===== config.mk =====
export PLATFORM = sky130hd
export DESIGN_NAME = alu_control_mc_flat
export DESIGN_NICKNAME = d
export VERILOG_FILES = /design/src/rtl/alu_control_mc_pkg.sv /design/src/rtl/alu_control_mc_if.sv /design/src/rtl/alu_control_decode.sv /design/src/rtl/alu_control_mc.sv /design/src/flat_wrapper.sv
export SDC_FILE = /design/constraint.sdc
export NUM_CORES = 1
export LEC_CHECK = 0
export ABC_AREA = 1
export CAP_MARGIN = 20
export CORE_AREA = 2 2 71 46
export CTS_CLUSTER_SIZE = 24
export DETAILED_ROUTE_END_ITERATION = 10
export DIE_AREA = 0 0 73 48
export PLACE_DENSITY = 0.6
export SETUP_SLACK_MARGIN = 0.2
export SKIP_CTS_REPAIR_TIMING = 1
export SLEW_MARGIN = 5
export SYNTH_ARGS = -nofsm -noshare
export SYNTH_HDL_FRONTEND = slang
export SYNTH_SLANG_ARGS = --single-unit
export TNS_END_PERCENT = 20

===== constraint.sdc =====
create_clock -name i_clk -period 4.2 [get_ports i_clk]
set_input_delay 1.26 -clock i_clk [delete_from_list [all_inputs] [get_ports i_clk]]
set_output_delay 1.26 -clock i_clk [all_outputs]
set_load 0.01 [all_outputs]

===== src/rtl/alu_control_mc_pkg.sv =====
// Shared encodings for the multi-cycle ALU control block: ALUOp classes,
// R-type function codes, ALU control codes, FSM states and counter sizing.
package alu_control_mc_pkg;

    localparam int ALUOP_W_DEF = 3;
    localparam int FUNC_W_DEF  = 6;
    localparam int CTRL_W_DEF  = 4;
    localparam int COUNT_W     = 8;

    // ALUOp classes from main control
    localparam logic [2:0] ALUOP_ADD   = 3'b000;  // load/store address
    localparam logic [2:0] ALUOP_SUB   = 3'b001;  // branch compare
    localparam logic [2:0] ALUOP_RTYPE = 3'b010;  // decode from Function
    localparam logic [2:0] ALUOP_ANDI  = 3'b011;
    localparam logic [2:0] ALUOP_ADDI  = 3'b100;
    localparam logic [2:0] ALUOP_MUL   = 3'b101;  // multi-cycle
    localparam logic [2:0] ALUOP_ORI   = 3'b110;
    localparam logic [2:0] ALUOP_SLTI  = 3'b111;

    // R-type function field values
    localparam logic [5:0] FN_SLL  = 6'b000000;
    localparam logic [5:0] FN_SRL  = 6'b000010;
    localparam logic [5:0] FN_JR   = 6'b001000;
    localparam logic [5:0] FN_DIV  = 6'b011010;  // multi-cycle
    localparam logic [5:0] FN_ADD  = 6'b100000;
    localparam logic [5:0] FN_ADDU = 6'b100001;
    localparam logic [5:0] FN_SUB  = 6'b100010;
    localparam logic [5:0] FN_SUBU = 6'b100011;
    localparam logic [5:0] FN_AND  = 6'b100100;
    localparam logic [5:0] FN_OR   = 6'b100101;
    localparam logic [5:0] FN_XOR  = 6'b100110;
    localparam logic [5:0] FN_NOR  = 6'b100111;
    localparam logic [5:0] FN_SLT  = 6'b101010;

    // ALU control codes
    localparam logic [3:0] CTRL_AND = 4'b0000;
    localparam logic [3:0] CTRL_OR  = 4'b0001;
    localparam logic [3:0] CTRL_ADD = 4'b0010;
    localparam logic [3:0] CTRL_MUL = 4'b0011;
    localparam logic [3:0] CTRL_XOR = 4'b0101;
    localparam logic [3:0] CTRL_SUB = 4'b0110;
    localparam logic [3:0] CTRL_SLT = 4'b0111;
    localparam logic [3:0] CTRL_SLL = 4'b1001;
    localparam logic [3:0] CTRL_SRL = 4'b1010;
    localparam logic [3:0] CTRL_NOR = 4'b1100;
    localparam logic [3:0] CTRL_DIV = 4'b1101;
    localparam logic [3:0] CTRL_JR  = 4'b1111;

    typedef enum logic {ST_IDLE, ST_MULTI} state_t;

    // Counter preload for an op of total latency 'cycles' (issue to ResultValid).
    function automatic logic [COUNT_W-1:0] latency_load(input int cycles);
        return COUNT_W'(cycles - 2);
    endfunction

endpackage


===== src/rtl/alu_control_mc_if.sv =====
// Issue/result bundle between main control (master) and the ALU control block (slave).
interface alu_control_mc_if #(
    parameter int ALUOP_W = 3,
    parameter int FUNC_W  = 6,
    parameter int CTRL_W  = 4
);
    logic               issue_valid;
    logic               issue_ready;
    logic [ALUOP_W-1:0] alu_op;
    logic [FUNC_W-1:0]  func;
    logic               flush;
    logic [CTRL_W-1:0]  control_alu;
    logic               result_valid;
    logic               write_quotient;
    logic               write_remainder;
    logic               jump_reg;
    logic               illegal_op;
    logic               busy;
    logic               stall;

    modport master (
        output issue_valid, alu_op, func, flush,
        input  issue_ready, control_alu, result_valid, write_quotient,
               write_remainder, jump_reg, illegal_op, busy, stall
    );

    modport slave (
        input  issue_valid, alu_op, func, flush,
        output issue_ready, control_alu, result_valid, write_quotient,
               write_remainder, jump_reg, illegal_op, busy, stall
    );
endinterface


===== src/rtl/alu_control_decode.sv =====
// Pure combinational ALUOp/Function decode table with multi-cycle, DIV, JR
// and illegal-function classification.
module alu_control_decode
    import alu_control_mc_pkg::*;
#(
    parameter int ALUOP_W = ALUOP_W_DEF,
    parameter int FUNC_W  = FUNC_W_DEF,
    parameter int CTRL_W  = CTRL_W_DEF
) (
    input  logic [ALUOP_W-1:0] i_alu_op,
    input  logic [FUNC_W-1:0]  i_func,
    output logic [CTRL_W-1:0]  o_code,
    output logic               o_is_multi,
    output logic               o_is_div,
    output logic               o_is_jr,
    output logic               o_illegal
);

    // Table lookup; every output defaulted so no path leaves an X
    always_comb begin
        o_code     = CTRL_W'(CTRL_AND);
        o_is_multi = 1'b0;
        o_is_div   = 1'b0;
        o_is_jr    = 1'b0;
        o_illegal  = 1'b0;
        case (i_alu_op)
            ALUOP_W'(ALUOP_ADD):  o_code = CTRL_W'(CTRL_ADD);
            ALUOP_W'(ALUOP_SUB):  o_code = CTRL_W'(CTRL_SUB);
            ALUOP_W'(ALUOP_ANDI): o_code = CTRL_W'(CTRL_AND);
            ALUOP_W'(ALUOP_ADDI): o_code = CTRL_W'(CTRL_ADD);
            ALUOP_W'(ALUOP_ORI):  o_code = CTRL_W'(CTRL_OR);
            ALUOP_W'(ALUOP_SLTI): o_code = CTRL_W'(CTRL_SLT);
            ALUOP_W'(ALUOP_MUL): begin
                o_code     = CTRL_W'(CTRL_MUL);
                o_is_multi = 1'b1;
            end
            ALUOP_W'(ALUOP_RTYPE): begin
                case (i_func)
                    FUNC_W'(FN_SLL):                   o_code = CTRL_W'(CTRL_SLL);
                    FUNC_W'(FN_SRL):                   o_code = CTRL_W'(CTRL_SRL);
                    FUNC_W'(FN_ADD), FUNC_W'(FN_ADDU): o_code = CTRL_W'(CTRL_ADD);
                    FUNC_W'(FN_SUB), FUNC_W'(FN_SUBU): o_code = CTRL_W'(CTRL_SUB);
                    FUNC_W'(FN_AND):                   o_code = CTRL_W'(CTRL_AND);
                    FUNC_W'(FN_OR):                    o_code = CTRL_W'(CTRL_OR);
                    FUNC_W'(FN_SLT):                   o_code = CTRL_W'(CTRL_SLT);
                    FUNC_W'(FN_XOR):                   o_code = CTRL_W'(CTRL_XOR);
                    FUNC_W'(FN_NOR):                   o_code = CTRL_W'(CTRL_NOR);
                    FUNC_W'(FN_DIV): begin
                        o_code     = CTRL_W'(CTRL_DIV);
                        o_is_multi = 1'b1;
                        o_is_div   = 1'b1;
                    end
                    FUNC_W'(FN_JR): begin
                        o_code  = CTRL_W'(CTRL_JR);
                        o_is_jr = 1'b1;
                    end
                    default: begin
                        o_code    = CTRL_W'(CTRL_AND);
                        o_illegal = 1'b1;
                    end
                endcase
            end
            default: o_code = CTRL_W'(CTRL_AND);
        endcase
    end

endmodule


===== src/rtl/alu_control_mc.sv =====
// Registered ALU control with MUL/DIV sequencing: single-cycle ops complete
// one cycle after issue, multi-cycle ops hold ControlALU and raise Busy/Stall
// until a countdown expires, then pulse ResultValid (plus HI/LO writes for DIV).
module alu_control_mc
    import alu_control_mc_pkg::*;
#(
    parameter int ALUOP_W    = ALUOP_W_DEF,
    parameter int FUNC_W     = FUNC_W_DEF,
    parameter int CTRL_W     = CTRL_W_DEF,
    parameter int MUL_CYCLES = 4,
    parameter int DIV_CYCLES = 32
) (
    input  logic             i_clk,
    input  logic             i_rst,
    alu_control_mc_if.slave  bus
);

    localparam logic [COUNT_W-1:0] MUL_LOAD = latency_load(MUL_CYCLES);
    localparam logic [COUNT_W-1:0] DIV_LOAD = latency_load(DIV_CYCLES);

    state_t               r_state, w_state_next;
    logic [COUNT_W-1:0]   r_count, w_count_next;
    logic [CTRL_W-1:0]    r_ctrl,  w_ctrl_next;
    logic                 r_single_valid, w_single_valid_next;
    logic                 r_jr,      w_jr_next;
    logic                 r_illegal, w_illegal_next;
    logic                 r_is_div,  w_is_div_next;

    logic [CTRL_W-1:0]    w_code;
    logic                 w_is_multi, w_is_div, w_is_jr, w_illegal;
    logic                 w_issue_ready, w_accept, w_multi_done;

    alu_control_decode #(
        .ALUOP_W (ALUOP_W),
        .FUNC_W  (FUNC_W),
        .CTRL_W  (CTRL_W)
    ) u_decode (
        .i_alu_op   (bus.alu_op),
        .i_func     (bus.func),
        .o_code     (w_code),
        .o_is_multi (w_is_multi),
        .o_is_div   (w_is_div),
        .o_is_jr    (w_is_jr),
        .o_illegal  (w_illegal)
    );

    // The completion cycle of a multi-cycle op doubles as an issue slot so
    // back-to-back ops see no bubble; a flush always drops the issue.
    assign w_multi_done  = (r_state == ST_MULTI) && (r_count == '0);
    assign w_issue_ready = (r_state == ST_IDLE) || w_multi_done;
    assign w_accept      = bus.issue_valid && w_issue_ready && !bus.flush;

    // Next-state, countdown and output-register updates
    always_comb begin
        w_state_next        = r_state;
        w_count_next        = r_count;
        w_ctrl_next         = r_ctrl;
        w_single_valid_next = 1'b0;
        w_jr_next           = 1'b0;
        w_illegal_next      = 1'b0;
        w_is_div_next       = r_is_div;
        if ((r_state == ST_MULTI) && bus.flush) begin
            w_state_next = ST_IDLE;
            w_count_next = '0;
        end else if (w_accept) begin
            w_ctrl_next = w_code;
            if (w_is_multi) begin
                w_state_next  = ST_MULTI;
                w_count_next  = w_is_div ? DIV_LOAD : MUL_LOAD;
                w_is_div_next = w_is_div;
            end else begin
                w_state_next        = ST_IDLE;
                w_count_next        = '0;
                w_single_valid_next = 1'b1;
                w_jr_next           = w_is_jr;
                w_illegal_next      = w_illegal;
                w_is_div_next       = 1'b0;
            end
        end else if (r_state == ST_MULTI) begin
            if (r_count == '0) begin
                w_state_next = ST_IDLE;
            end else begin
                w_count_next = r_count - COUNT_W'(1);
            end
        end
    end

    // State and output registers with synchronous reset
    always_ff @(posedge i_clk) begin
        if (i_rst) begin
            r_state        <= ST_IDLE;
            r_count        <= '0;
            r_ctrl         <= '0;
            r_single_valid <= 1'b0;
            r_jr           <= 1'b0;
            r_illegal      <= 1'b0;
            r_is_div       <= 1'b0;
        end else begin
            r_state        <= w_state_next;
            r_count        <= w_count_next;
            r_ctrl         <= w_ctrl_next;
            r_single_valid <= w_single_valid_next;
            r_jr           <= w_jr_next;
            r_illegal      <= w_illegal_next;
            r_is_div       <= w_is_div_next;
        end
    end

    assign bus.issue_ready     = w_issue_ready;
    assign bus.control_alu     = r_ctrl;
    assign bus.result_valid    = r_single_valid || w_multi_done;
    assign bus.write_quotient  = w_multi_done && r_is_div;
    assign bus.write_remainder = w_multi_done && r_is_div;
    assign bus.jump_reg        = r_jr;
    assign bus.illegal_op      = r_illegal;
    assign bus.busy            = (r_state == ST_MULTI);
    assign bus.stall           = (r_state == ST_MULTI);

endmodule


===== src/flat_wrapper.sv =====
// flat-port wrapper written by rule: the top's interface ports become plain ports
module alu_control_mc_flat import alu_control_mc_pkg::*;
#(
    parameter int ALUOP_W    = ALUOP_W_DEF,
    parameter int FUNC_W     = FUNC_W_DEF,
    parameter int CTRL_W     = CTRL_W_DEF,
    parameter int MUL_CYCLES = 4,
    parameter int DIV_CYCLES = 32
)
  (i_clk, i_rst, bus_issue_valid, bus_alu_op, bus_func, bus_flush, bus_issue_ready, bus_control_alu, bus_result_valid, bus_write_quotient, bus_write_remainder, bus_jump_reg, bus_illegal_op, bus_busy, bus_stall);
  alu_control_mc_if #(.ALUOP_W(ALUOP_W), .FUNC_W(FUNC_W), .CTRL_W(CTRL_W)) bus_i ();
  input  logic i_clk;
  input  logic i_rst;
  input wire logic [$bits(bus_i.issue_valid)-1:0] bus_issue_valid;
  input wire logic [$bits(bus_i.alu_op)-1:0] bus_alu_op;
  input wire logic [$bits(bus_i.func)-1:0] bus_func;
  input wire logic [$bits(bus_i.flush)-1:0] bus_flush;
  output wire logic [$bits(bus_i.issue_ready)-1:0] bus_issue_ready;
  output wire logic [$bits(bus_i.control_alu)-1:0] bus_control_alu;
  output wire logic [$bits(bus_i.result_valid)-1:0] bus_result_valid;
  output wire logic [$bits(bus_i.write_quotient)-1:0] bus_write_quotient;
  output wire logic [$bits(bus_i.write_remainder)-1:0] bus_write_remainder;
  output wire logic [$bits(bus_i.jump_reg)-1:0] bus_jump_reg;
  output wire logic [$bits(bus_i.illegal_op)-1:0] bus_illegal_op;
  output wire logic [$bits(bus_i.busy)-1:0] bus_busy;
  output wire logic [$bits(bus_i.stall)-1:0] bus_stall;
  assign bus_i.issue_valid = bus_issue_valid;
  assign bus_i.alu_op = bus_alu_op;
  assign bus_i.func = bus_func;
  assign bus_i.flush = bus_flush;
  assign bus_issue_ready = bus_i.issue_ready;
  assign bus_control_alu = bus_i.control_alu;
  assign bus_result_valid = bus_i.result_valid;
  assign bus_write_quotient = bus_i.write_quotient;
  assign bus_write_remainder = bus_i.write_remainder;
  assign bus_jump_reg = bus_i.jump_reg;
  assign bus_illegal_op = bus_i.illegal_op;
  assign bus_busy = bus_i.busy;
  assign bus_stall = bus_i.stall;
  alu_control_mc #(.ALUOP_W(ALUOP_W), .FUNC_W(FUNC_W), .CTRL_W(CTRL_W), .MUL_CYCLES(MUL_CYCLES), .DIV_CYCLES(DIV_CYCLES)) u_core (.i_clk(i_clk), .i_rst(i_rst), .bus(bus_i));
endmodule

# Word level (Yosys, flattened, before mapping)

Cells that the tools add are included.

Bits in registers: 17
Latch bits: 0
Bits in writable memories: 0
Memory bits (read-only): 0
Input bits: 13
Memories: 0

Add/sub/neg operators: 1
$mul: 0
Divide/modulo/power cells: 0
$lt $le $gt $ge: 0
Equal/unequal tests: 20
Shift-type cells: 0
Muxes and demuxes: 18
Bitwise logic cells: 4
Reduce and logical (&&, ||, !) cells: 21

Operators by type and width:

| kind                                                | count |
|---|---|
| equality test 6 bit, second input constant          | 9 |
| one-hot mux 4 bit (10 select lines)                 | 1 |
| two-way mux 8 bit                                   | 4 |
| one-hot mux 4 bit (7 select lines)                  | 1 |
| OR reduction 13 bit                                 | 1 |
| equality test 3 bit, second input constant          | 4 |
| two-way mux 1 bit                                   | 10 |
| logical NOT 8 bit                                   | 1 |
| OR reduction 2 bit                                  | 4 |
| subtractor 8 x 1 -> 8 bit, second input constant    | 1 |
| equality test 3 x 2 -> 1 bit, second input constant | 2 |
| equality test 6 x 2 -> 1 bit, second input constant | 1 |
| equality test 6 x 4 -> 1 bit, second input constant | 1 |
| equality test 6 x 5 -> 1 bit, second input constant | 1 |
| logical NOT 6 bit                                   | 1 |
| logical AND 1 bit                                   | 5 |
| two-way mux 5 bit                                   | 1 |
| OR reduction 5 bit                                  | 1 |
| NOT 1 bit                                           | 4 |
| AND reduction 2 bit                                 | 2 |
| equality test 3 x 1 -> 1 bit, second input constant | 1 |
| logical NOT 3 bit                                   | 1 |
| OR reduction 3 bit                                  | 1 |
| logical OR 1 bit                                    | 2 |
| 4 further kinds                                     | 4 |

# Depth between registers and ports, before layout

Gate-level depths: netlist (run 1).

Depth in word-level cells: 7
Gate-level depth with buffers: 10
Depth with buffers taken out: 10

# By module

A second synthesis (run 1) with hierarchy kept.

Cell total of the unflattened synthesis: 193
Area, all modules: 1,201.2 µm²

By module, submodules not included:

| module             | times used | cells each | area an instance (µm²) |
|---|---|---|---|
| alu_control_mc     | 1          | 122        | 858.3 |
| alu_control_decode | 1          | 71         | 342.8 |

# Worst setup path after synthesis (run 1)

Ideal clock, no wire load.

Path type: reg-to-output
Start point: reg u_core.r_count[2]
End point: out bus_write_remainder
Arrival time: 1.207 ns
Required time: 2.940 ns
Slack: 1.733 ns
Cell stages (with the launch flop): 6
Path buffers: 1
Cell sequence: dfxtp_1 > nor2_2 > nor3b_1 > nand4_1 > nor2_1 > buf_4

Word-level cells in the longest chain between the ends: 3

RTL lines:

| item                   | line                  | source |
|---|---|---|
| from (decl)            | alu_control_mc.sv:22  | `logic [COUNT_W-1:0] r_count, w_count_next;` |
| from (signal assigned) | alu_control_mc.sv:100 | `r_count <= w_count_next;` |
| logical NOT 8 bit      | alu_control_mc.sv:49  | `assign w_multi_done = (r_state == ST_MULTI) && (r_count == '0);` |
| logical AND 1 bit      | alu_control_mc.sv:49  |  |
| logical AND 1 bit      | -                     |  |
| to (decl)              | flat_wrapper.sv:22    | `output wire logic [$bits(bus_i.write_remainder)-1:0] bus_write_remainder;` |

Every way passes these cells.

# Worst setup path after layout (run 1)

Start point: reg u_core.r_count[1]
End point: out bus_issue_ready

Word-level cells in the longest chain between the ends: 3

RTL lines:

| item              | line                 | source |
|---|---|---|
| logical NOT 8 bit | alu_control_mc.sv:49 |  |
| logical AND 1 bit | alu_control_mc.sv:49 |  |
| logical OR 1 bit  | alu_control_mc.sv:50 | `assign w_issue_ready = (r_state == ST_IDLE) \|\| w_multi_done;` |
| to (decl)         | flat_wrapper.sv:18   | `output wire logic [$bits(bus_i.issue_ready)-1:0] bus_issue_ready;` |

Every way passes these cells.

==> results of run 1 <==
==> worst max-delay path, delay by kind of cell (launching register included) <==
kind | cells | cell delay (ps)
buffers and inverters | 2 | 730
DFF | 1 | 310
AOI/OAI and AO/OA | 1 | 310
adders and majority gates | 1 | 220
and+or+nand+nor | 1 | 80
==> layer usage <==
metal	up-vias	share of wire [%]	GRT usage, %	wire length, um
li1	602	-	-	-
met1	481	56	25.1	1440
met2	40	36	22.2	936
met3	2	6.8	4.84	176
met4	0	0.74	5.93	19
met5	-	0	0	0
==> power breakdown <==
group          leakage, nW  switching (mW)  internal, mW  total (mW)
Clock               0.0228          0.0529        0.0672       0.120
Sequential           0.139         0.00891         0.171       0.180
Combinational        0.468          0.0666        0.0496       0.116
Total                0.630           0.128         0.288       0.416
==> cell families after synthesis <==
kind of cell,count (synthesis)
simple gates,100
flops,17
buf+inv,24
compound gates,27
xor+xnor,2
fa+ha+maj,2
==> per-stage QoR <==
step	worst slack, ps	hold WS, ps	total power [mW]	std cells
floorplan	1730	439	0.258	172
global placement	1280	458	0.299	228
detailed placement	1320	464	0.298	228
CTS	1030	474	0.421	232
global route	904	498	0.444	232
finish	1040	470	0.416	232
==> Yosys cell counts, types with 2 or more instances <==
cell type  count
a21oi_1       13
nand3_1       16
nand2_2        2
nand2_1       38
buf_4          2
inv_1         21
o21ai_0        9
nor3b_1        2
ha_1           2
dfxtp_1       17
nor2_1        33
==> worst min-delay path by stage <==
stage | endpoint | slack, ps | cells past startpoint
floorplan | u_core.r_is_div$_SDFFE_PP0P_ | 440 | 2
global placement | u_core.bus.control_alu[0]$_SDFFE_PP0P_ | 460 | 2
detailed placement | u_core.bus.control_alu[0]$_SDFFE_PP0P_ | 460 | 2
CTS | u_core.bus.control_alu[0]$_SDFFE_PP0P_ | 470 | 2
global route | u_core.r_is_div$_SDFFE_PP0P_ | 500 | 2
finish | u_core.bus.control_alu[0]$_SDFFE_PP0P_ | 470 | 2
==> area by class of cell <==
cell class,count,area share (%)
tap,34,3.01
clock buffer,4,3.19
sequential,17,24.1
multi-input combinational,131,46.6
inverter,22,6.03
timing repair buffer,24,17.0
==> impl_metrics.tcl, run 1 <==
set metrics [dict create \
    dpl_cell_area_mm2 0.00137 \
    finalSetupViolCount 0 \
    track_usage_pct 16.7 \
    synth_top_area_share_pct 31.0 \
    htree_levels 1 \
    outcome "complete, no violations" \
    period_minus_slack_ps 3160 \
    worstSetupPathType "flip-flop to output pin" \
    die_x_um 73 \
    leakagePower_nw 0.630 \
    reg2reg_depth 8 \
    synth_top_family_by_area "simple AND/OR/NAND/NOR gates" \
    synth-seq-cells 17 \
    synth_xor_area_share_pct 1.59 \
    routabilityCongestion 0.911 \
    synth_cells 172 \
    clock-sinks 17 \
    end_kind "output pin" \
    largest_register_ffs 8 \
    fin_worst_skew_ps 2.57 \
    design_area_mm2 0.00141 \
    max_freq_ghz 0.317 \
    ys.flop_type "dfxtp_1" \
    crit_start "u_core.r_count[1]$_SDFFE_PP0P_" \
    synth.area.top_cells "dfxtp_1, nand2_1, nor2_1" \
    vias 1125 \
    gr-total-overflow 0 \
    dp_hpwl_um 2110 \
    drive_gt1_share_pct 6.57 \
    r2r_slack_ps 2430 \
    synth_area_mm2 0.00110 \
    hold_class "flip-flop to flip-flop" \
    min_from "u_core.bus.control_alu[0]$_SDFFE_PP0P_" \
    core_area_mm2 0.00280 \
    cts_made_buffers 3 \
    cts_root_buf "clkbuf_8" \
    antenna_found_initial 0 \
    final_nets 214 \
    p_per_area_mw_per_mm2 295 \
    synth_compound_area_share_pct 14.4 \
    cts_tree "done" \
    layout_common_cells "nand2_1, nor2_1, clkdlybuf4s50_1" \
    critPathMaxStageDelay_ps 600 \
    seq_area_um2 340 \
    critPathMaxFanout 9 \
    cp.required_ps 2940 \
    synthesis.nets 187 \
    grt_pass1_wl_um 4360 \
    clkLatencyLatePin_ps 250 \
    slew_violations 0 \
    drc 0 \
    fin_crit_sh_pct 75.2 \
    utilization_pct 50.5 \
    drv_cap 0 \
    synthToLayoutAreaGrowth_pct 28.5 \
    crit_chain "inv_1, ha_1, nand2_2, o21ai_4, clkdlybuf4s50_1" \
    multi_input_area_um2 658 \
    drt_wl_total_um 2570 \
    rsz0062_at_grt "false" \
    grt_max_degree 11 \
    peakVddDrop_uv 179 \
    dr.pass1.iters 4 \
    port_buffers 24 \
    n_antenna_cell 0 \
    yosys_warnings 0 \
    async_flop_share_pct 0 \
    r2r_end "u_core.bus.control_alu[0]$_SDFFE_PP0P_" \
    ant_nets 0 \
    worstSetupEndpoint "bus_issue_ready" \
    io_pins 25 \
    ys_types 28 \
    dieArea_mm2 0.00350 \
    regMostFlops "u_core.r_count" \
    synth-edff-count 0 \
    synthMuxAreaShare_pct 0 \
    clk_pin_slew_ps 60 \
    setup_tns_ps 0 \
    hold_viol 0 \
    yosys.area.top_type "dfxtp_1" \
    grt_pass1_vias 968 \
    synth_seq_area_share_pct 31.0 \
    synth_simple_gate_area_share_pct 41.7 \
    rows 15 \
    max-clock-path-buffers 2 \
    cp-start-kind "flip-flop" \
    viasPerCell 4.85 \
    maxSlewHeadroom_pct 66.4 \
    crit_slowest_cell "clkdlybuf4s50_1" \
    start_util_pct 39.3 \
    final_common_cell "nand2_1" \
    worst_slew_pin_slew_ps 504 \
    worstPathArrival_ps 1900 \
    fillers 280 \
    syn_avg_cell_area_um2 6.39 \
    wl_per_cell_um 11.1 \
    timing.rr.start "u_core.r_count[1]$_SDFFE_PP0P_" \
    yosys.area_share.adder_pct 2.28 \
    die_y_um 48 \
    drt_iter0_markers 76 \
]
No activity file was read; power rests on OpenSTA's default activity.
==> run 2: changes to the inputs <==
Settings changed: PLACE_DENSITY 0.6 to 0.63.
Clock period 4.2 ns to 2.65 ns, I/O delays scaled along.
==> run 2 against run 1 <==
Net effect:
- hold slack got worse by 1.9 ps
- flip-flop and latch count did not move
- clock-buffer cell count stayed put
- sequential power rose by 61%
- first-iteration DRC count is 5.3% higher
- setup slack lost 900 ps
- routed wire length increased by 4.1%
- non-clock buffer count increased by 2
- cell area grew 3.1%
- clock power grew 58%
- critical path type unchanged
- critical endpoint is now bus_result_valid
- highest routed layer unchanged
==> impl_metrics.tcl, run 2 (synthesized netlist as in run 1, its figures left out) <==
set metrics [dict create \
    gr-total-overflow 0 \
    vias 1160 \
    cts_root_buf "clkbuf_8" \
    outcome "complete, no violations" \
    ant_nets 0 \
    antenna_found_initial 0 \
    drc 0 \
    clk_pin_slew_ps 60 \
    clkLatencyLatePin_ps 250 \
    place_ws_ps 190 \
    grt_pass1_wl_um 4440 \
    critPathMaxFanout 4 \
    core_area_mm2 0.00280 \
    start_util_pct 39.3 \
    routabilityCongestion 0.848 \
    wl_per_cell_um 11.4 \
    finalSetupViolCount 0 \
    hold_class "flip-flop to flip-flop" \
    synthToLayoutAreaGrowth_pct 32.5 \
    port_buffers 24 \
    rsz0062_at_grt "true" \
    dr.pass1.iters 4 \
    final_common_cell "nand2_1" \
    rows 15 \
    maxSlewHeadroom_pct 77.7 \
    cp.required_ps 1860 \
    grt_max_degree 11 \
    worstSetupPathType "flip-flop to output pin" \
    dieArea_mm2 0.00350 \
    largest_register_ffs 8 \
    drive_gt1_share_pct 9.00 \
    layout_common_cells "nand2_1, nor2_1, inv_1, clkdlybuf4s50_1, dfxtp_1" \
    max_freq_ghz 0.398 \
    worstPathArrival_ps 1720 \
    p_per_area_mw_per_mm2 460 \
    n_antenna_cell 0 \
    period_minus_slack_ps 2510 \
    die_x_um 73 \
    clock-sinks 17 \
    end_kind "output pin" \
    cts_tree "done" \
    viasPerCell 4.96 \
    hold_viol 0 \
    dp_hpwl_um 2190 \
    leakagePower_nw 0.683 \
    max-clock-path-buffers 2 \
    regMostFlops "u_core.r_count" \
    final_nets 216 \
    fin_worst_skew_ps 1.56 \
    fin_crit_sh_pct 94.8 \
    htree_levels 1 \
    cp-start-kind "flip-flop" \
    io_pins 25 \
    fin_ws_ps 138 \
    slew_violations 0 \
    cts_made_buffers 3 \
    track_usage_pct 17.2 \
    drt_wl_total_um 2680 \
    power_uw 669 \
    fillers 270 \
    drv_cap 0 \
    die_y_um 48 \
    drt_iter0_markers 80 \
    worst_slew_pin_slew_ps 332 \
    peakVddDrop_uv 232 \
    grt_pass1_vias 966 \
]
==> run 2: layout make-up <==
cell class                      count  area [um2]  share of cell area [%]
Multi-Input combinational cell    131         679                    46.7
Tap cell                           34        42.5                    2.92
Inverter                           22        85.1                    5.85
Clock buffer                        4        45.0                    3.10
Timing Repair Buffer               26         263                    18.1
Sequential cell                    17         340                    23.4
==> run 2: worst paths after layout <==
kind,startpoint,to,slack (ps),cells after the start
max,u_core.r_count[2]$_SDFFE_PP0P_,bus_result_valid,140,5
min,u_core.r_is_div$_SDFFE_PP0P_,u_core.r_is_div$_SDFFE_PP0P_,470,2
max reg2reg,u_core.r_count[1]$_SDFFE_PP0P_,u_core.bus.control_alu[0]$_SDFFE_PP0P_,930,9
min reg2reg,u_core.r_is_div$_SDFFE_PP0P_,u_core.r_is_div$_SDFFE_PP0P_,470,2
==> run 2: worst max-delay path, stage by stage (launching register included) <==
cell and delay, ps:
dfxtp_1 360, nor2_4 150, nor3b_4 200, nand4_1 150
nand2_1 90, clkdlybuf4s50_1 520
==> run 2: power by group <==
part / total, mW / switching (mW) / internal, mW
Clock: 0.189 / 0.0827 / 0.106
Combinational: 0.191 / 0.105 / 0.0866
Sequential: 0.289 / 0.0181 / 0.271
==> run 2: stage by stage <==
stage	hold WS [ps]	std cells	util [%]	TNS (ps)	instance area, um2
after CTS	475	234	51.0	-168	1430
after floorplan	439	172	-	0	1100
after detailed placement	465	230	49.4	0	1380
final	469	234	52.0	0	1460
after global routing	493	234	52.0	0	1460
after global placement	458	230	49.4	0	1380
==> run 2: metal layers <==
| layer | wire length [um] | GRT usage [%] | vias up | share of wire [%] |
|---|---|---|---|---|
| li1 | - | - | 615 | - |
| met1 | 1440 | 24.9 | 510 | 54 |
| met2 | 1040 | 24.5 | 33 | 39 |
| met3 | 180 | 5.47 | 2 | 6.7 |
| met4 | 19 | 4.44 | 0 | 0.71 |
| met5 | 0 | 0 | - | 0 |
==> run 3: changes to the inputs <==
Settings changed: GPL_ROUTABILITY_DRIVEN set to 1.
==> results of run 3 <==
Final layout, timing and power as in run 2 (identical DEF).
==> patch 1 (config.mk and constraints of run 3) <==
Make the reset (`i_rst`) asynchronous in one clocked block. Comments in the files are not updated.
--- a/src/rtl/alu_control_mc.sv
+++ b/src/rtl/alu_control_mc.sv
@@ -88,3 +88,3 @@
     // State and output registers with synchronous reset
-    always_ff @(posedge i_clk) begin
+    always_ff @(posedge i_clk or posedge i_rst) begin
         if (i_rst) begin
Check against the original RTL: differs if i_rst is asserted again (counterexample within 4 cycles, from zero or initial values and one cycle with i_rst high); with i_rst held inactive, the same outputs for 10 cycles.
==> patch 1 against run 3 <==
- area after synthesis up 9.8%
- global-route usage up 0.98 points
- sequential cell count unchanged
- non-clock buffer count up 3
- cell area up 6.1%
- worst setup slack better by 97 ps
- routed wire length up 6.0%
- critical endpoint is now bus_write_quotient
- highest routed layer unchanged
Power is not compared: it rests on default switching activity, and its combinational part moved more than twofold at a synthesized area within 25%.
==> patch 1: results (changes against run 3) <==
Logic synthesis
  • Async S/R FF share, synth: 1.00 (+1.00)
  • Syn_nets: 186 (-0.53%)
  • Synth Area in XOR/XNOR: 0.0218 (+0.00584)
  • Register area share after synthesis: 0.353 (+0.0429)
  • Netlist cell types: 29 (+3.6%)
  • Synth warn: 0 (unchanged)
  • Area contributors post-synth: dfrtp_1 (35%), nand2_1 (12%), inv_1 (8.7%)
  • Post-synth top cells: nand2_1 (37), inv_1 (28), nor2_1 (21), nand3_1 (20), dfrtp_1 (17)
  • Synth Area in Compound Gates: 0.113 (-0.0304)
  • Post-Synth Adder-Cell Area: 0.0207 (-0.00203)

Setup path
  • Reg-to-Reg Start: u_core.r_count[0]
  • Crit Path Class: reg -> out
  • Worst reg2reg endpoint: u_core.r_count[2]
  • Critical path fanouts, max: 3 (-1)
  • Reg-to-reg slack, setup: 940 ps
  • Critical path endpoint: bus_write_quotient
  • CP arrival: 1620 ps (-100 ps)

Global routing
  • Initial antenna violation count: 0 (unchanged)
  • GR Util met2: 0.249 (+0.00360)
  • Pin count of the biggest net entering global routing: 18 (+7)
  • First-pass GRT wire length: 4.56 mm (+2.6%)
  • All-layer global routing usage: 0.182 (+0.00979)
  • Vias in the first global route: 976 (+1.0%)
  • Met1 Track Usage GR: 0.272 (+0.0236)
  • Met3 Track Usage GR: 0.0589 (+0.00421)

Routing
  • Post-route antenna net violation count: 0 (unchanged)
  • Uppermost layer routed: met4
  • DRT iter0 DRCs: 74 (-7.5%)
  • WL met1: 1.49 mm (+3.3%)
  • Total number of vias: 1154 (-0.52%)
  • Post-Route WL: 2.84 mm (+6.0%)
  • WL met2: 1.08 mm (+4.3%)
  • WL met3: 264 um (+47%)
  • Drt pass-1 iters: 4 (unchanged)

STA
  • Clock skew: 3.56 ps (+2.00 ps)
  • Fin crit period: 2420 ps (-96.9 ps)
  • Worst slew pin tran: 671 ps (+339 ps)

Place
  • Placer Congestion: 0.993 (+17%)
  • Pre-CTS setup slack: 88.4 ps (-102 ps)
  • Detailed Place HPWL: 2.28 mm (+3.9%)
  • Placed Area: 1490 um^2 (+7.8%)

Final layout
  • Layout cell share with drive strength beyond 1: 0.110 (+0.0200)

Worst hold path
  • Worst hold path type: reg -> reg

Pwr
  • Static Leak: 0.837 nW

Clock network
  • Worst-path clk slew: 70 ps
  • Root buffer cell: clkbuf_8

Outcome
  • Status: finished clean
[patch 1: cell count changes in the layout (fill, tap and decap cells not counted), sizes merged, moves of 2 or more]
cell / delta
dfxtp: -17
nand2: -2
a21oi: -6
dfrtp: +17
inv: +6
xor2: +2
nor2: -12
or2: +3
nand3: +4
buf: +3
nor3: +2
[patch 1: area by class of cell]
type	instances	area, um^2
fillers	255	1250
multi-input cells	122	638
flip-flops and latches	17	425
repair buffers	29	288
inverters	28	105
clock buffers	4	45.0
well taps	34	42.5
[patch 1: power groups by stage]
stage               clock [mW]  sequential [mW]  combinational, mW
floorplan                    0            0.412              0.482
global placement             0            0.407              0.708
detailed placement           0            0.410              0.717
CTS                      0.205            0.405              0.722
global route             0.221            0.416              0.797
finish                   0.199            0.404              0.720
[patch 1: critical path, stage by stage (launching register included)]
cell,delay [ps]
dfrtp_1,370
inv_1,70
ha_1,140
nand3_1,80
or2_2,330
nor3_1,180
dlymetal6s2s_1,200
[patch 1: worst min-delay path by stage]
stage	from	endpoint	slack [ps]	cells past startpoint
global placement	u_core.bus.control_alu[0]	u_core.bus.control_alu[0]	470	2
floorplan	u_core.r_is_div	u_core.r_is_div	480	2
detailed placement	u_core.bus.control_alu[0]	u_core.bus.control_alu[0]	470	2
global route	u_core.bus.control_alu[0]	u_core.bus.control_alu[0]	510	2
CTS	u_core.bus.control_alu[0]	u_core.bus.control_alu[0]	490	2
finish	u_core.bus.control_alu[0]	u_core.bus.control_alu[0]	480	2
[patch 1: metrics by stage]
step,TNS [ps],power [mW],cells,utilization
3_5_place_dp,0,1.13,230,0.532
5_1_grt,0,1.43,234,0.552
3_3_place_gp,0,1.11,230,0.532
2_1_floorplan,0,0.894,171,-
4_1_cts,-481,1.33,234,0.549
6_report,0,1.32,234,0.552
==> patch 2 (settings of run 3) <==
Without the edit above. Set the package constant `COUNT_W` to 7 (it was 8).
--- a/src/rtl/alu_control_mc_pkg.sv
+++ b/src/rtl/alu_control_mc_pkg.sv
@@ -7,3 +7,3 @@
     localparam int CTRL_W_DEF  = 4;
-    localparam int COUNT_W     = 8;
+    localparam int COUNT_W     = 7;
 
Function: no difference found for any inputs over 10 cycles, from zero or initial values and one cycle with i_rst high; that may be too few to reach the edited logic, so the function may still have changed.
==> patch 2 against run 3 <==
- routed wire length fell by 7.8%
- power decreased by 12%
- worst setup slack improved by 260 ps
- non-clock buffer count fell by 1
- cell area shrank 8.9%
- sequential cell count down 1
- largest cell class unchanged
- register-to-register slack better by 130 ps
- area after synthesis decreased by 10%
- hold slack got worse by 5.7 ps
==> patch 2: results (changes against run 3) <==
Outcome
  • Status: finished clean

STA
  • Worst slew pin tran: 553 ps (+221 ps)
  • Clock skew: 1.35 ps (-0.217 ps)
  • Hold slack: 463 ps (-5.66 ps)

Worst hold path
  • Hold Path Origin: u_core.r_count[0]

Place
  • Placed Area: 1250 um^2 (-9.6%)
  • Placed insts: 205 (-11%)
  • Detailed Place HPWL: 1.94 mm (-11%)

Global routing
  • Pin count of the biggest net entering global routing: 13 (+2)
  • All-layer global routing usage: 0.153 (-0.0187)
  • First-pass GRT wire length: 3.94 mm (-11%)

Final layout
  • Layout cell share with drive strength beyond 1: 0.0914 (+0.00143)
  • # nets final: 190 (-12%)
  • Fill count: 272 (+0.74%)
  • Fin area: 1330 um^2 (-8.9%)

Logic synthesis
  • Area contributors post-synth: dfxtp_1 (33%), nand2_1 (11%), nor2_1 (9.5%)
  • Synth Area in XOR/XNOR: 0.0267 (+0.0107)
  • Register area share after synthesis: 0.325 (+0.0155)
  • Post-synth top cells: nand2_1 (28), nor2_1 (25), inv_1 (21), dfxtp_1 (16), nand3_1 (10)
  • Mean area per synthesized cell: 6.61 um^2 (+3.5%)
  • Netlist cell types: 31 (+11%)
  • Post-Synth Adder-Cell Area: 0.0127 (-0.0101)
  • Syn_nets: 163 (-13%)

Pwr
  • Static Leak: 0.646 nW (-5.4%)
  • Psw: 0.158 mW (-23%)
  • Worst vdd ir: 0.000249 V (+7.0%)

Setup path
  • Worst reg2reg endpoint: u_core.bus.control_alu[1]
  • Crit path largest cell delay: 320 ps (-200 ps)
  • CP arrival: 1460 ps (-260 ps)
  • Slowest stage cell, crit path: dfxtp_1
  • Critical path fanouts, max: 3 (-1)
  • Reg-to-Reg Start: u_core.r_count[0]

Routing
  • Post-Route WL: 2.47 mm (-7.8%)
  • Total number of vias: 1036 (-11%)
patch 2: cell types whose count changed after synthesis, sizes merged, moves of 3 or more:
cell          run 3  this run
nand3            17        10
nor2             36        30
a31oi             0         3
a21oi            14         9
nand2            41        30
patch 2: cell type report:
class / count / area share
repair buffers: 25 / 0.194
flip-flops and latches: 16 / 0.242
inverters: 22 / 0.0642
well taps: 34 / 0.0321
clock buffers: 4 / 0.0415
multi-input cells: 108 / 0.426
patch 2: worst max-delay path by stage:
stage	start	end	slack (ps)	depth (start not counted)
6_report	u_core.r_count[0]	bus_write_remainder	400	6
5_1_grt	u_core.r_count[0]	bus_write_remainder	300	6
4_1_cts	u_core.r_count[1]	bus_write_remainder	-50	6
3_5_place_dp	u_core.r_count[1]	bus_write_remainder	240	6
3_3_place_gp	u_core.r_count[0]	bus_write_remainder	280	6
2_1_floorplan	u_core.r_count[0]	bus_write_remainder	700	6
patch 2: layer usage:
layer  GRT usage  vias up  share of wire
met5           0        -              0
met1       0.210      467           0.51
met3      0.0589        7          0.069
li1            -      534              -
met4      0.0444        0          0.013
met2       0.223       28           0.41
patch 2: worst register-to-register path, cell delays in order (launching register included):
cell,delay (ps)
dfxtp_1,320
inv_1,120
ha_4,180
nand2_2,90
nor2_4,160
nor2_4,70
nor2_2,200
nand3_1,100
a21oi_1,190
nor2_1,60
patch 2: power groups by stage:
stage               sequential (mW)  clock [mW]  combinational [mW]
finish                        0.255       0.222               0.113
global route                  0.256       0.240               0.125
CTS                           0.255       0.230               0.112
detailed placement            0.261           0               0.111
global placement              0.261           0               0.110
floorplan                     0.261           0              0.0670
patch 2: logic make-up after synthesis:
kind of cell,Yosys count
flops,16
xor+xnor,3
compound gates,28
simple gates,76
buf+inv,25
fa+ha+maj,1
